--- src/rtl/io_strobe_seq.sv ---
// io_strobe_seq: sequences one CPU I/O request into setup/strobe/hold phases
// on the inputs of a 3-to-8 chip-select decoder. Every output is a flop.
module io_strobe_seq #(
  parameter int unsigned ADDR_W     = 16,
  parameter int unsigned WIN_LSB    = 11,
  parameter int unsigned WIN_BASE   = 'h0B,
  parameter int unsigned SEL_LSB    = 8,
  parameter int unsigned SETUP_CYC  = 1,
  parameter int unsigned STROBE_CYC = 2,
  parameter int unsigned HOLD_CYC   = 1
) (
  input  logic              clk,
  input  logic              reset,
  input  logic              req,
  input  logic              we,
  input  logic [ADDR_W-1:0] addr,
  output logic              busy,
  output logic              ack,
  output logic              miss,
  output logic [2:0]        dec_a,
  output logic              dec_g1,
  output logic              dec_g2a_n,
  output logic              dec_g2b_n,
  output logic              rd_n,
  output logic              wr_n
);

  localparam int unsigned WIN_W = ADDR_W - WIN_LSB;
  localparam int unsigned CNT_W = 4;

  // Phase counter reload values (N-1); a zero-length hold is never loaded.
  localparam logic [CNT_W-1:0] SETUP_LD  = CNT_W'(SETUP_CYC - 1);
  localparam logic [CNT_W-1:0] STROBE_LD = CNT_W'(STROBE_CYC - 1);
  localparam logic [CNT_W-1:0] HOLD_LD   = (HOLD_CYC == 0) ? '0 : CNT_W'(HOLD_CYC - 1);
  localparam bit               HOLD_EN   = (HOLD_CYC != 0);

  typedef enum logic [1:0] {
    S_IDLE   = 2'd0,
    S_SETUP  = 2'd1,
    S_STROBE = 2'd2,
    S_HOLD   = 2'd3
  } state_t;

  state_t           state, state_nxt;
  logic [CNT_W-1:0] cnt, cnt_nxt;
  logic             we_q, we_nxt;
  logic [2:0]       a_nxt;
  logic             ack_nxt, miss_nxt;
  logic             hit;
  logic             unused_addr;

  assign hit         = (addr[ADDR_W-1:WIN_LSB] == WIN_W'(WIN_BASE));
  assign unused_addr = ^addr;

  // State, phase counter and latched direction.
  always_ff @(posedge clk) begin
    if (reset) begin
      state <= S_IDLE;
      cnt   <= '0;
      we_q  <= 1'b0;
    end else begin
      state <= state_nxt;
      cnt   <= cnt_nxt;
      we_q  <= we_nxt;
    end
  end

  // Next-state, counter and ack/miss/select decode.
  always_comb begin
    state_nxt = state;
    cnt_nxt   = cnt;
    we_nxt    = we_q;
    a_nxt     = dec_a;
    ack_nxt   = 1'b0;
    miss_nxt  = 1'b0;
    unique case (state)
      S_IDLE: begin
        if (req) begin
          if (hit) begin
            state_nxt = S_SETUP;
            cnt_nxt   = SETUP_LD;
            we_nxt    = we;
            a_nxt     = addr[SEL_LSB+2:SEL_LSB];
          end else begin
            ack_nxt  = 1'b1;
            miss_nxt = 1'b1;
          end
        end
      end
      S_SETUP: begin
        if (cnt == '0) begin
          state_nxt = S_STROBE;
          cnt_nxt   = STROBE_LD;
        end else begin
          cnt_nxt = cnt - CNT_W'(1);
        end
      end
      S_STROBE: begin
        if (cnt == '0) begin
          if (HOLD_EN) begin
            state_nxt = S_HOLD;
            cnt_nxt   = HOLD_LD;
          end else begin
            state_nxt = S_IDLE;
            ack_nxt   = 1'b1;
          end
        end else begin
          cnt_nxt = cnt - CNT_W'(1);
        end
      end
      S_HOLD: begin
        if (cnt == '0) begin
          state_nxt = S_IDLE;
          ack_nxt   = 1'b1;
        end else begin
          cnt_nxt = cnt - CNT_W'(1);
        end
      end
      default: state_nxt = S_IDLE;
    endcase
  end

  // Decoder-facing outputs registered from the next state so they never glitch.
  always_ff @(posedge clk) begin
    if (reset) begin
      busy      <= 1'b0;
      ack       <= 1'b0;
      miss      <= 1'b0;
      dec_a     <= 3'b000;
      dec_g1    <= 1'b0;
      dec_g2a_n <= 1'b1;
      dec_g2b_n <= 1'b1;
      rd_n      <= 1'b1;
      wr_n      <= 1'b1;
    end else begin
      busy      <= (state_nxt != S_IDLE);
      ack       <= ack_nxt;
      miss      <= miss_nxt;
      dec_a     <= a_nxt;
      dec_g1    <= (state_nxt != S_IDLE);
      dec_g2a_n <= (state_nxt != S_STROBE);
      dec_g2b_n <= (state_nxt == S_IDLE);
      rd_n      <= !((state_nxt == S_STROBE) && !we_nxt);
      wr_n      <= !((state_nxt == S_STROBE) && we_nxt);
    end
  end

endmodule

--- config.mk ---
export PLATFORM = sky130hd
export DESIGN_NAME = io_strobe_seq
export DESIGN_NICKNAME = d
export VERILOG_FILES = /design/src/rtl/io_strobe_seq.sv
export SDC_FILE = /design/constraint.sdc
export NUM_CORES = 1
export LEC_CHECK = 0
export CORE_MARGIN = 1
export CORE_UTILIZATION = 43
export CTS_CLUSTER_DIAMETER = 120
export CTS_CLUSTER_SIZE = 28
export DETAILED_ROUTE_END_ITERATION = 7
export PLACE_DENSITY = 0.78
export SETUP_SLACK_MARGIN = 0.15
export SKIP_LAST_GASP = 1
export SLEW_MARGIN = 20
export SYNTH_ARGS = -nofsm -noshare
export SYNTH_HDL_FRONTEND = slang
export SYNTH_SLANG_ARGS = --single-unit
--- constraint.sdc ---
create_clock -name clk -period 1.83 [get_ports clk]
set_input_delay 0.366 -clock clk [delete_from_list [all_inputs] [get_ports clk]]
set_output_delay 0.366 -clock clk [all_outputs]
set_load 0.05 [all_outputs]
==> results of run 1 <==
-- synthesized netlist by cell type --
master,count
dfxtp_1,17
inv_1,10
a21oi_1,9
nand2_1,9
nor2_1,8
ha_1,7
nand3_1,4
o21ai_0,4
o21ai_1,4
nand2b_1,3
nor3_1,2
o32ai_1,2
a21oi_2,1
a31oi_1,1
buf_4,1
clkbuf_1,1
mux2i_1,1
nand3b_1,1
nand4_2,1
nand4b_4,1
nor2_4,1
nor3b_2,1
o211a_1,1
o21ai_2,1
o21ba_2,1
or2_1,1
or3b_1,1
or3b_4,1
xnor2_1,1
-- power by group through the flow --
stage	clock (mW)	combinational [mW]	sequential, mW
6_report	0.206	0.958	0.482
5_1_grt	0.221	1.03	0.488
3_5_place_dp	0	0.887	0.488
3_3_place_gp	0	0.869	0.483
4_1_cts	0.206	0.909	0.479
2_1_floorplan	0	0.414	0.653
-- cell families (layout without fill, tap and decap cells) --
family	count (synthesis)	count (layout)	share of synthesized area (%)
xor+xnor	1	1	1.03
mux	1	1	1.18
compound gates	24	24	17.3
flops	17	17	40.1
fa+ha+maj	7	7	10.3
simple gates	34	34	24.3
buf+inv	12	45	5.75
-- layout make-up --
type / instances / area (sq um)
Clock buffer: 3 / 22.5
Clock inverter: 1 / 5.00
Fill cell: 131 / 569
Inverter: 10 / 37.5
Multi-Input combinational cell: 67 / 507
Sequential cell: 17 / 344
Tap cell: 25 / 31.3
Timing Repair Buffer: 31 / 267
-- layer usage --
layer | vias up | share of wire, % | wire length (microns) | GRT usage, %
met2 | 26 | 51 | 938 | 36.1
li1 | 396 | - | - | -
met5 | - | 0 | 0 | 0
met1 | 353 | 43 | 783 | 21.6
met3 | 4 | 4.5 | 82 | 4.71
met4 | 0 | 1.4 | 25 | 8.82
-- worst max-delay path by stage --
stage | endpoint | cells past startpoint | start | slack [ns]
3_5_place_dp | wr_n | 6 | addr[15] | -0.08
5_1_grt | dec_g2b_n | 8 | cnt[0] | 0.13
2_1_floorplan | wr_n | 7 | cnt[0] | 0.26
6_report | dec_g2b_n | 8 | cnt[0] | 0.21
4_1_cts | cnt[1] | 7 | cnt[0] | 0.15
3_3_place_gp | cnt[1] | 6 | addr[12] | -0.03
-- metrics by stage --
step	utilization, %	setup TNS (ns)
3_3_place_gp	63.2	-0.0603
6_report	68.1	0
4_1_cts	65.1	0
2_1_floorplan	-	0
5_1_grt	68.1	0
3_5_place_dp	63.2	-0.233
-- timing repair --
action / in CTS / in global routing
buffers inserted: 0 / 2
endpoints found under the setup margin: 8 / 9
pin swaps: 1 / 5
gates resized for setup: 9 / 12
gates cloned: 0 / 0
-- placed cells by master (no fill, tap or decap) --
master	synthesis	layout
xnor2_1	1	1
nor3b_4	0	1
inv_2	0	2
clkinv_2	0	1
ha_1	7	5
ha_4	0	1
o21ba_2	1	1
nor3_2	0	1
a21oi_2	1	1
clkdlybuf4s50_1	0	11
dfxtp_2	0	3
nand4_2	1	1
nand3_1	4	4
nand3b_1	1	1
clkbuf_4	0	3
o211a_1	1	1
nor2_4	1	2
or3b_1	1	1
mux2i_1	1	1
o21ai_0	4	4
inv_1	10	8
nand2b_1	3	3
o32ai_1	2	2
nand2_1	9	9
dfxtp_1	17	14
buf_4	1	15
nand4b_4	1	1
or2_1	1	1
dlygate4sd2_1	0	5
a31oi_1	1	1
ha_2	0	1
nor3_1	2	1
nor2_1	8	6
nor2_2	0	1
or3b_4	1	1
o21ai_1	4	1
a21oi_1	9	9
o21ai_2	1	4
-- critical path, stage by stage (launching register included) --
cell and delay (ns):
dfxtp_2 0.35, inv_2 0.08, ha_4 0.13, or3b_4 0.41, o21ai_2 0.17, o21ai_2 0.09, buf_4 0.16, nor2_4 0.08
a31oi_1 0.05
-- flip-flops by register name (all words and copies together), names as in the netlist --
signal	count
wr_n	1
rd_n	1
dec_g2a_n	1
state	2
we_q	1
cnt	4
ack	1
miss	1
dec_a	3
dec_g2b_n	1
dec_g1	1
==> results.yml, run 1 <==
pwr:
  intPower_mw: 0.901
  swShare_pct: 45.3
  pwr_density_cell_nw_per_um2: 1360
  pwr-share-clk_pct: 12.5
  combPwrFrac_pct: 58.2
  totalPowerFinal_mw: 1.65
  switchingPower_mw: 0.746
  seqPwrFrac_pct: 29.3
  p_leak_nw: 0.511
  irDropWorstVdd_v: 0.000828
placement:
  io_buffers: 22
  gp_congestion: 0.840
  place_inst: 148
  dpl_worst_slack_ns: -0.0840
  place_hpwl_microns: 1380
  place_area_sq_um: 1130
die:
  ioPinCount: 31
  rows: 15
  die-height_microns: 46.4
  die_area_sq_um: 2150
  die_w_microns: 46.4
  core-area_sq_um: 1780
  initial_core_util_pct: 47.6
synth:
  avgSynthCellArea_sq_um: 8.84
  ys_types: 29
  ys_ff_latch: 17
  yosysWarnings: 0
  synth_largest_area_cell: "dfxtp_1"
  synth_area_sq_um: 848
  post-synth-top-area-fraction_pct: 40.1
  synth_area_leaders: "dfxtp_1 (40%), ha_1 (10%), a21oi_1 (5.3%)"
  synth_cells: 96
  yosysSeqAreaShare_pct: 40.1
  synth_fp_nets: 123
sta:
  finalSetupViolCount: 0
  rsz0062_at_grt: "false"
  slew_violations: 0
  fmaxAchievable_ghz: 0.619
  hold_ws_ns: 0.475
  period_minus_slack_ns: 1.62
  tightest_slew_ns: 0.492
  slew_headroom_pct: 67.3
  setup_ws_ns: 0.214
  fin_crit_sh_pct: 88.3
  clock_skew_ns: 0.00832
  hold_viol: 0
worst_hold_path:
  hold_depth: 2
  hp-start: "dec_a[0]"
  min_path_type: "flip-flop to flip-flop"
  hold_end: "dec_a[0]"
detailed_routing:
  first_iter_violations: 12
  wl_per_cell_microns: 11.9
  first_pass_iters: 4
  routed_wl_microns: 1830
  ant_nets: 0
  routed_via_density: 5.06
  drc: 0
  vias: 779
clocking:
  clockRootBuffer: "clkbuf_4"
  postCtsHoldBufs: 0
  clkSinkCount: 17
  clk_pin_slew_worst_paths_ns: 0.11
  clock_latency_ns: 0.30
  cts_tree: "built"
  cts_max_level: 1
  clockBufferDepth: 2
  numCtsBuffers: 3
critical_path:
  worst_ep_required_time_ns: 2.02
  reg2reg_to: "dec_g2b_n"
  endpoint_kind: "flip-flop"
  r2r_cells: 8
  start_kind: "flip-flop"
  path_class: "flip-flop to flip-flop"
  path_max_fanout: 4
  r2r_slack_ns: 0.21
  r2r-start: "cnt[0]"
  critPathArrivalTime_ns: 1.81
global_routing:
  grt_pass1_wl_microns: 3020
  grt_max_degree: 11
  antenna_found_initial: 0
  grt_overflow: 0
  first_global_vias: 750
  grt_usage_pct: 20.0
final_layout:
  nNetsFinal: 157
  antenna_cells: 0
  instances_no_fill: 154
  syn2layout_area_growth_pct: 43.1
  drive_gt1_share_pct: 31.0
  final_cell_area_sq_um: 1210
job:
  cap_viol_max_count: 0
outcome:
  status: "complete, no violations"
Power figures use the tool's default switching activity.
==> run 2: changes to the inputs <==
- SLEW_MARGIN: 20 -> 5
==> results of run 2 <==
Final layout, timing and power as in run 1 (identical DEF).
